### src/rtl/led_ctrl_pkg.sv
// rtl/led_ctrl_pkg.sv - display mode type and mode sequencing for led_pattern_ctrl
package led_ctrl_pkg;

   typedef enum logic [1:0] {
      MODE_OFF   = 2'd0,
      MODE_BLINK = 2'd1,
      MODE_CHASE = 2'd2,
      MODE_PWM   = 2'd3
   } mode_t;

   function automatic mode_t next_mode(input mode_t m);
      case (m)
         MODE_OFF:   return MODE_BLINK;
         MODE_BLINK: return MODE_CHASE;
         MODE_CHASE: return MODE_PWM;
         default:    return MODE_OFF;
      endcase
   endfunction

endpackage

### src/rtl/button_debouncer.sv
// rtl/button_debouncer.sv - button synchroniser, debouncer and press-edge detect
module button_debouncer #(
   parameter int DEBOUNCE_CYCLES = 65536
) (
   input  logic clk,
   input  logic rst,
   input  logic button,
   output logic db,
   output logic press
);

   localparam int CW = $clog2(DEBOUNCE_CYCLES);

   logic          sync1;
   logic          s;
   logic          db_d;
   logic [CW-1:0] cnt;

   always_ff @(posedge clk) begin
      if (rst) begin
         sync1 <= 1'b1;
         s     <= 1'b1;
         db    <= 1'b1;
         db_d  <= 1'b1;
         cnt   <= '0;
      end else begin
         sync1 <= button;
         s     <= sync1;
         db_d  <= db;
         // a level is accepted only after DEBOUNCE_CYCLES consecutive disagreeing cycles
         if (s == db) begin
            cnt <= '0;
         end else if (cnt == CW'(DEBOUNCE_CYCLES - 1)) begin
            db  <= s;
            cnt <= '0;
         end else begin
            cnt <= cnt + CW'(1);
         end
      end
   end

   assign press = ~db & db_d;

endmodule

### src/rtl/led_pattern_ctrl.sv
// rtl/led_pattern_ctrl.sv - push-button stepped LED pattern controller (off, blink, chase, PWM ramp)
module led_pattern_ctrl
   import led_ctrl_pkg::*;
#(
   parameter int NUM_LEDS        = 3,
   parameter int CNT_WIDTH       = 27,
   parameter int DEBOUNCE_CYCLES = 65536,
   parameter int PWM_WIDTH       = 8
) (
   input  logic                clk,
   input  logic                rst,
   input  logic                button,
   output logic [NUM_LEDS-1:0] leds,
   output logic [1:0]          mode
);

   localparam logic [NUM_LEDS-1:0] CHASE_INIT = NUM_LEDS'(1);

   logic                 db;
   logic                 press;
   logic                 adv;
   mode_t                mode_r;
   logic [CNT_WIDTH-1:0] cnt;
   logic                 tick;
   logic                 blink;
   logic [NUM_LEDS-1:0]  chase;
   logic [PWM_WIDTH-1:0] duty;
   logic [PWM_WIDTH-1:0] phase;

   button_debouncer #(
      .DEBOUNCE_CYCLES(DEBOUNCE_CYCLES)
   ) u_debouncer (
      .clk   (clk),
      .rst   (rst),
      .button(button),
      .db    (db),
      .press (press)
   );

   assign adv   = press & ~db;
   assign tick  = &cnt;
   assign phase = cnt[PWM_WIDTH-1:0];
   assign mode  = mode_r;

   always_ff @(posedge clk) begin
      if (rst) begin
         mode_r <= MODE_OFF;
         cnt    <= '0;
         blink  <= 1'b0;
         chase  <= CHASE_INIT;
         duty   <= '0;
         leds   <= '0;
      end else begin
         // a press reloads the pattern state and swallows any coincident tick
         if (adv) begin
            mode_r <= next_mode(mode_r);
            cnt    <= '0;
            blink  <= 1'b0;
            chase  <= CHASE_INIT;
            duty   <= '0;
         end else begin
            cnt <= cnt + CNT_WIDTH'(1);
            if (tick) begin
               case (mode_r)
                  MODE_BLINK: blink <= ~blink;
                  MODE_CHASE: chase <= {chase[NUM_LEDS-2:0], chase[NUM_LEDS-1]};
                  MODE_PWM:   duty  <= duty + PWM_WIDTH'(1);
                  default:    ;
               endcase
            end
         end

         case (mode_r)
            MODE_BLINK: leds <= {NUM_LEDS{blink}};
            MODE_CHASE: leds <= chase;
            MODE_PWM:   leds <= {NUM_LEDS{phase < duty}};
            default:    leds <= '0;
         endcase
      end
   end

endmodule

### config.mk
export PLATFORM = sky130hd
export DESIGN_NAME = led_pattern_ctrl
export DESIGN_NICKNAME = d
export VERILOG_FILES = /design/src/rtl/led_ctrl_pkg.sv /design/src/rtl/button_debouncer.sv /design/src/rtl/led_pattern_ctrl.sv
export SDC_FILE = /design/constraint.sdc
export NUM_CORES = 1
export LEC_CHECK = 0
export ABC_AREA = 1
export BUFFER_PORTS_ARGS = -buffer_cell sky130_fd_sc_hd__buf_2
export CORE_UTILIZATION = 40
export DETAILED_ROUTE_END_ITERATION = 10
export HOLD_SLACK_MARGIN = 0.06
export SYNTH_ARGS = -nofsm -noshare
export SYNTH_HDL_FRONTEND = slang
export SYNTH_SLANG_ARGS = --single-unit
### constraint.sdc
create_clock -name clk -period 4.4 [get_ports clk]
set_input_delay 0.22 -clock clk [delete_from_list [all_inputs] [get_ports clk]]
set_output_delay 0.22 -clock clk [all_outputs]
set_load 0.03 [all_outputs]
==> flow_summary_export.csv, run 1 <==
group,metric,value,unit
status,status,"finished, final reports clean",
synthesis,yosysUniqueCellTypes,26,
drt,totalWireLength,6854,um
hold_path,min_to,"mode[0]$_SDFFE_PP0P_",
drt,post_drt_wl_per_cell,11.35,um
finish,final_core_util,47.13,%
cts,cts_tree,"done",
drt,drt_iter0_drc,112,
cts,numCtsBuffers,9,
sta,slew_violations,0,
grt,grt_pass1_wl,11790,um
worst_setup_path,critPathMaxStageDelay,0.43,ns
cts,cts_resized,0,
finish,nFillCells,820,
pwr,vdd_ir_drop_max,0.1882,mV
worst_setup_path,r2r_end,"duty[7]$_SDFFE_PP0P_",
drt,drcViolationCount,0,
worst_setup_path,critPathMaxFanout,16,
sta,relSlewSlack,33.06,%
worst_setup_path,endpoint_kind,"flip-flop",
finish,final_cell_mix,"nand2_1, nor2_1, dfxtp_1, inv_1, a21oi_1",
sta,fmax,566.5,MHz
sta,fin_crit,1.765,ns
pwr,switching_share,19.62,%
sta,rsz0062_at_grt,"no",
cts,max-clock-path-buffers,2,
sta,worst-slew-pin-transition,1.003,ns
sta,finalClockSkew,0.004847,ns
cts,cts.reportedPaths.clkPinSlew,0.07,ns
finish,drive_above_1_share,9.363,%
synthesis,ys_ff_latch,64,
pwr,power_density,331.9,mW/mm2
cts,clkLatencyLatePin,0.33,ns
sta,period_share,40.12,%
pwr,pwr-share-clk,50.8,%
finish,fin_nets,514,
finish,final_common_cell,"nand2_1",
die,io_pins,8,
placement,port_buffers,7,
worst_setup_path,path_class,"flip-flop to flip-flop",
pwr,p_switching,0.0002433,W
worst_setup_path,cp_cell_sequence,"ha_1 > nand2_2 > nor2_4 > nand2_4 > nor2_8 > nand2_2 > nand2_1 > a21oi_1",
grt,grt_pass1_vias,2690,
hold_path,min-delay-start,"rst",
synthesis,async_flop_share,0,%
die,dieArea,0.008738,mm2
die,die_x,93.48,um
synthesis,syn_nets,500,
hold_path,min_path_type,"input port to flip-flop",
pwr,internal_power,0.0009968,W
grt,grtUsageTotal,17.31,%
pwr,leakagePower,1.326,nW
drt,antenna_left,0,
pwr,p_comb_share,2.0,%
die,core,0.007928,mm2
synthesis,synth_edf_count,0,
cts,h-tree-depth,3,
hold_path,min_path_cells,2,
synthesis,ys.flop_type,"dfxtp_1",
drt,num_vias,2885,
synthesis,ys_seq_area_share,38.28,%
placement,gp_congestion,0.8287,
cts,clockRootBuffer,"clkbuf_8",
synthesis,synth_area_per_cell,6.930,um2
drt,viasPerCell,4.776,
worst_setup_path,critPathBufInv,0,
finish,area_growth,11.63,%
synthesis,synth_cells,483,
worst_setup_path,cpMostUsedCell,"nand2_2",
synthesis,syn_area,0.003347,mm2
run,max_cap_violations,0,
grt,antenna_found_initial,0,
worst_setup_path,ff2ff_setup_slack,2.63,ns
sta,finalSetupViolations,0,
worst_setup_path,cp-start-kind,"flip-flop",
worst_setup_path,cp.arrival,1.94,ns
grt,grt_overflow_total,0,
cts,cts_sinks,64,
die,dieHeight,93.48,um
finish,antenna_cells,0,
worst_setup_path,reg2reg_depth,8,
sta,tns,0,ns
sta,finalHoldViolCount,0,
drt,first_pass_iters,4,
sta,timing.hold.ws,0.1613,ns
synthesis,synth_warnings,0,
worst_setup_path,critPathRequiredTime,4.58,ns
grt,grt_max_degree,33,
pwr,power_frac_seq,47.2,%
worst_setup_path,critPathTopFamily,"simple AND/OR/NAND/NOR gates",
worst_setup_path,timing.rr.start,"cnt[0]$_SDFF_PP0_",
placement,dpl.hpwl,5222,um
die,row_count,32,
die,initial_core_util,42.22,%
worst_setup_path,crit_slowest_cell,"dfxtp_1",
sequential cells by signal, summed over array words and instances (netlist names):
| register | flops |
|---|---|
| duty | 8 |
| u_debouncer.cnt | 16 |
| u_debouncer.sync1 | 1 |
| leds | 3 |
| cnt | 27 |
| u_debouncer.db | 1 |
| blink | 1 |
| mode | 2 |
| chase | 3 |
| u_debouncer.db_d | 1 |
| u_debouncer.s | 1 |
worst max path at each step:
stage,start,to,cells past startpoint
6_report,cnt[0]$_SDFF_PP0_,duty[7]$_SDFFE_PP0P_,8
4_1_cts,cnt[0]$_SDFF_PP0_,duty[7]$_SDFFE_PP0P_,8
2_1_floorplan,cnt[0]$_SDFF_PP0_,chase[1]$_SDFFE_PP0P_,8
5_1_grt,u_debouncer.db$_SDFFE_PP1P_,cnt[12]$_SDFF_PP0_,7
3_3_place_gp,u_debouncer.db$_SDFFE_PP1P_,cnt[12]$_SDFF_PP0_,7
3_5_place_dp,u_debouncer.db$_SDFFE_PP1P_,cnt[12]$_SDFF_PP0_,7
synthesized netlist by cell type (2+ instances only):
library cell    n  area, um2
dfxtp_1        64       1281
a21oi_1        46      230.2
buf_2           3      15.01
inv_1          53      198.9
o21ai_0        12      60.06
nor3_1          6      30.03
nor2_2          3      18.77
nand4_1         7      43.79
nand2_2         7      43.79
nor2_1         66      247.7
xor2_1          9      78.83
xnor2_1         2      17.52
nor2_4          6      67.56
nand3b_1       11      82.58
nand2_1       132      495.5
buf_6           2      22.52
or2_2           4      25.02
ha_1           14      175.2
nand3_1        29      145.1
layout make-up:
| class | instances | area [um2] | share of cell area, % |
|---|---|---|---|
| inverters | 54 | 202.7 | 5.425 |
| repair buffers | 8 | 45.04 | 1.206 |
| flip-flops and latches | 64 | 1281 | 34.29 |
| well taps | 102 | 127.6 | 3.416 |
| multi-input cells | 360 | 1826 | 48.86 |
| clock inverters | 5 | 102.6 | 2.746 |
| clock buffers | 11 | 151.4 | 4.052 |
power by group through the flow:
stage	logic (W)	registers, W	clock network, W
final	0.0000244	0.000586	0.000630
after global routing	0.0000287	0.000586	0.000669
after CTS	0.0000248	0.000586	0.000649
after detailed placement	0.0000236	0.000599	0
after global placement	0.0000237	0.000599	0
after floorplan	0.0000184	0.000598	0
per-stage QoR:
stage | instance area (um2) | cells | total power (W) | worst slack [ns]
after floorplan | 3347 | 483 | 0.0006165 | 2.971
after global placement | 3472 | 587 | 0.0006227 | 2.661
after detailed placement | 3472 | 587 | 0.0006227 | 2.630
after CTS | 3736 | 604 | 0.001259 | 2.626
after global routing | 3736 | 604 | 0.001284 | 2.403
final | 3736 | 604 | 0.001240 | 2.635
layer usage:
layer  routed length [um]  GRT usage (%)
met1                 3370          21.04
met2                 3217          29.84
met3                  184          4.146
met4                   82          5.769
met5                    0              0
timing repair:
item                      in CTS  in global routing
hold endpoints to repair       1                  0
hold buffers                   1                  0
buffers inserted               0                  0
cell families (layout without fill, tap and decap cells):
| logic type | Yosys count | count (layout) | share of synthesized area [%] |
|---|---|---|---|
| adders and majority gates | 14 | 14 | 5.234 |
| and+or+nand+nor | 275 | 275 | 37.31 |
| DFF | 64 | 64 | 38.28 |
| buffers and inverters | 59 | 78 | 7.177 |
| AOI/OAI and AO/OA | 60 | 60 | 9.122 |
| xor gates and xnor gates | 11 | 11 | 2.879 |
Note: power is estimated with default switching activity, not from simulation.
==> run 2, diff against run 1 <==
Clock period 4.4 ns to 1.45 ns, I/O delays scaled along.
==> run 2 against run 1 <==
  * Clock skew rose by 0.0021 ns
  * Die area unchanged
  * Flip-flop and latch count unchanged
  * First-iteration DRC count is 28% higher
  * Critical path depth fell by 4
  * Largest power group is now registers
  * Global-route usage increased by 1.9 points
  * Power grew to 2.8 times the previous value
  * Combinational power rose to 4.6 times the previous value
==> flow_summary_export.csv, run 2 (synthesis gave the netlist of run 1 again) <==
group,metric,value,unit
cts,clockRootBuffer,"clkbuf_8",
worst_setup_path,cp_cell_sequence,"dlygate4sd3_1 > buf_2 > or2_2 > dlygate4sd3_1",
worst_setup_path,crit_slowest_cell,"dlygate4sd3_1",
sta,finalClockSkew,0.006935,ns
worst_setup_path,critPathMaxStageDelay,0.57,ns
grt,grt_overflow_total,0,
worst_setup_path,cpMostUsedCell,"dlygate4sd3_1",
drt,antenna_left,0,
sta,worst-slew-pin-transition,0.4330,ns
worst_setup_path,endpoint_kind,"flip-flop",
status,status,"finished, final reports clean",
placement,port_buffers,7,
pwr,total_power,0.003502,W
sta,finalHoldViolCount,0,
pwr,leakagePower,1.526,nW
worst_setup_path,timing.rr.start,"cnt[0]$_SDFF_PP0_",
grt,grt_pass1_wl,13010,um
placement,place_inst,619,
drt,first_pass_iters,4,
finish,final_cell_mix,"nand2_1, nor2_1, dfxtp_1, inv_1, a21oi_1",
sta,fmax,705.8,MHz
worst_setup_path,path_class,"input port to flip-flop",
cts,numCtsBuffers,9,
pwr,vdd_ir_drop_max,0.4178,mV
die,core,0.007928,mm2
cts,max-clock-path-buffers,2,
sta,finalSetupViolations,0,
finish,largest_reg_flops,27,
die,die_x,93.48,um
drt,drcViolationCount,0,
hold_path,min_path_type,"flip-flop to flip-flop",
worst_setup_path,reg2reg_depth,8,
worst_setup_path,critPathRequiredTime,1.68,ns
placement,place_area,0.003725,mm2
die,dieHeight,93.48,um
worst_setup_path,cp.arrival,1.64,ns
drt,viasPerCell,4.813,
sta,relSlewSlack,71.10,%
die,initial_core_util,42.22,%
cts,h-tree-depth,3,
sta,slew_violations,0,
cts,clkLatencyLatePin,0.34,ns
worst_setup_path,ff2ff_setup_slack,0.06,ns
grt,grt_pass1_vias,2928,
worst_setup_path,critPathTopFamily,"buffers and inverters",
drt,totalWireLength,7797,um
finish,fin_nets,553,
worst_setup_path,r2r_end,"cnt[22]$_SDFF_PP0_",
sta,rsz0062_at_grt,"yes",
pwr,power_density,853.0,mW/mm2
sta,period_share,97.71,%
cts,cts.reportedPaths.clkPinSlew,0.07,ns
finish,instances_no_fill,643,
finish,antenna_cells,0,
worst_setup_path,cp-start-kind,"input port",
finish,top_register,"cnt",
finish,drive_above_1_share,19.04,%
hold_path,min-delay-start,"u_debouncer.cnt[0]$_SDFF_PP0_",
cts,cts_tree,"done",
finish,final_core_util,51.78,%
drt,num_vias,3095,
die,dieArea,0.008738,mm2
grt,antenna_found_initial,0,
hold_path,min_path_cells,1,
worst_setup_path,critPathMaxFanout,6,
finish,area_growth,22.65,%
grt,grt_max_degree,17,
finish,final_common_cell,"nand2_1",
hold_path,min_to,"u_debouncer.cnt[0]$_SDFF_PP0_",
finish,design_area,0.004105,mm2
die,row_count,32,
sta,tns,0,ns
placement,gp_congestion,0.8431,
cts,cts_sinks,64,
die,io_pins,8,
placement,dpl.hpwl,5701,um
run,max_cap_violations,0,
finish,nFillCells,810,
worst_setup_path,critPathBufInv,3,
drt,drt_iter0_drc,143,
sta,fin_crit,1.417,ns
drt,post_drt_wl_per_cell,12.13,um
finish,top_regs,"cnt: 27 flops, u_debouncer.cnt: 16 flops, duty: 8 flops",
grt,grtUsageTotal,19.19,%
## run 2: changes by cell type in the layout (fill, tap and decap cells not counted), sizes merged
| cell | change |
|---|---|
| buf | +36 |
| bufinv | -2 |
| clkinv | +1 |
| clkinvlp | +1 |
| dlygate4sd3 | +2 |
| nand2 | +1 |
## run 2: stage by stage
stage / setup WS (ns) / hold WS (ns)
after floorplan: 0.02084 / 0.1510
after global placement: 0.01510 / 0.2600
after detailed placement: -0.03090 / 0.2601
after CTS: 0.00001010 / 0.4275
after global routing: -0.03691 / 0.4420
final: 0.03323 / 0.4177
## run 2: worst max path at each step
stage	startpoint	to	slack, ns	cells past startpoint
after floorplan	cnt[0]$_SDFF_PP0_	chase[1]$_SDFFE_PP0P_	0.02	8
after global placement	u_debouncer.cnt[0]$_SDFF_PP0_	u_debouncer.cnt[2]$_SDFF_PP0_	0.02	8
after detailed placement	u_debouncer.cnt[0]$_SDFF_PP0_	u_debouncer.cnt[2]$_SDFF_PP0_	-0.03	8
after CTS	duty[7]$_SDFFE_PP0P_	leds[1]$_SDFF_PP0_	0.00001	7
after global routing	u_debouncer.db$_SDFFE_PP1P_	blink$_SDFFE_PP0P_	-0.04	7
final	rst	u_debouncer.sync1$_SDFF_PP1_	0.03	4
## run 2: cell type report
cell class / count / area, um2 / share of cell area, %
Clock buffer: 11 / 151.4 / 3.688
Tap cell: 102 / 127.6 / 3.109
Clock inverter: 5 / 55.05 / 1.341
Multi-Input combinational cell: 361 / 1922 / 46.81
Sequential cell: 64 / 1291 / 31.45
Inverter: 54 / 202.7 / 4.938
Timing Repair Buffer: 46 / 355.3 / 8.656
## run 2: per-layer routing
metal	GRT usage [%]	vias up	part of all wire [%]
li1	-	1647	-
met1	22.78	1411	48
met2	33.95	30	48
met3	5.122	7	2.1
met4	5.128	0	1.2
met5	0	-	0
## run 2: worst register-to-register path, cell delays in order, from the launching register on
cell and delay (ns):
dfxtp_2 0.35, ha_4 0.14, nand2_2 0.07, nor2_4 0.13, buf_4 0.13, inv_1 0.04, nor2_1 0.20, nand3b_1 0.11
a21oi_1 0.14
## run 2: report_power, final
part	leakage, nW	switching (W)	internal, W
Sequential	0.520	0.0000103	0.00177
Combinational	0.904	0.0000640	0.0000488
Clock	0.101	0.000729	0.000882
Total	1.53	0.000803	0.00270
## run 2: timing repair
item / in CTS / in global routing
pin swaps: 2 / 8
hold buffers: 3 / 0
setup endpoints to repair: 21 / 42
endpoints found under the hold margin: 3 / 0
gates resized for setup: 3 / 24
gates cloned: 0 / 1
buffers inserted: 1 / 3
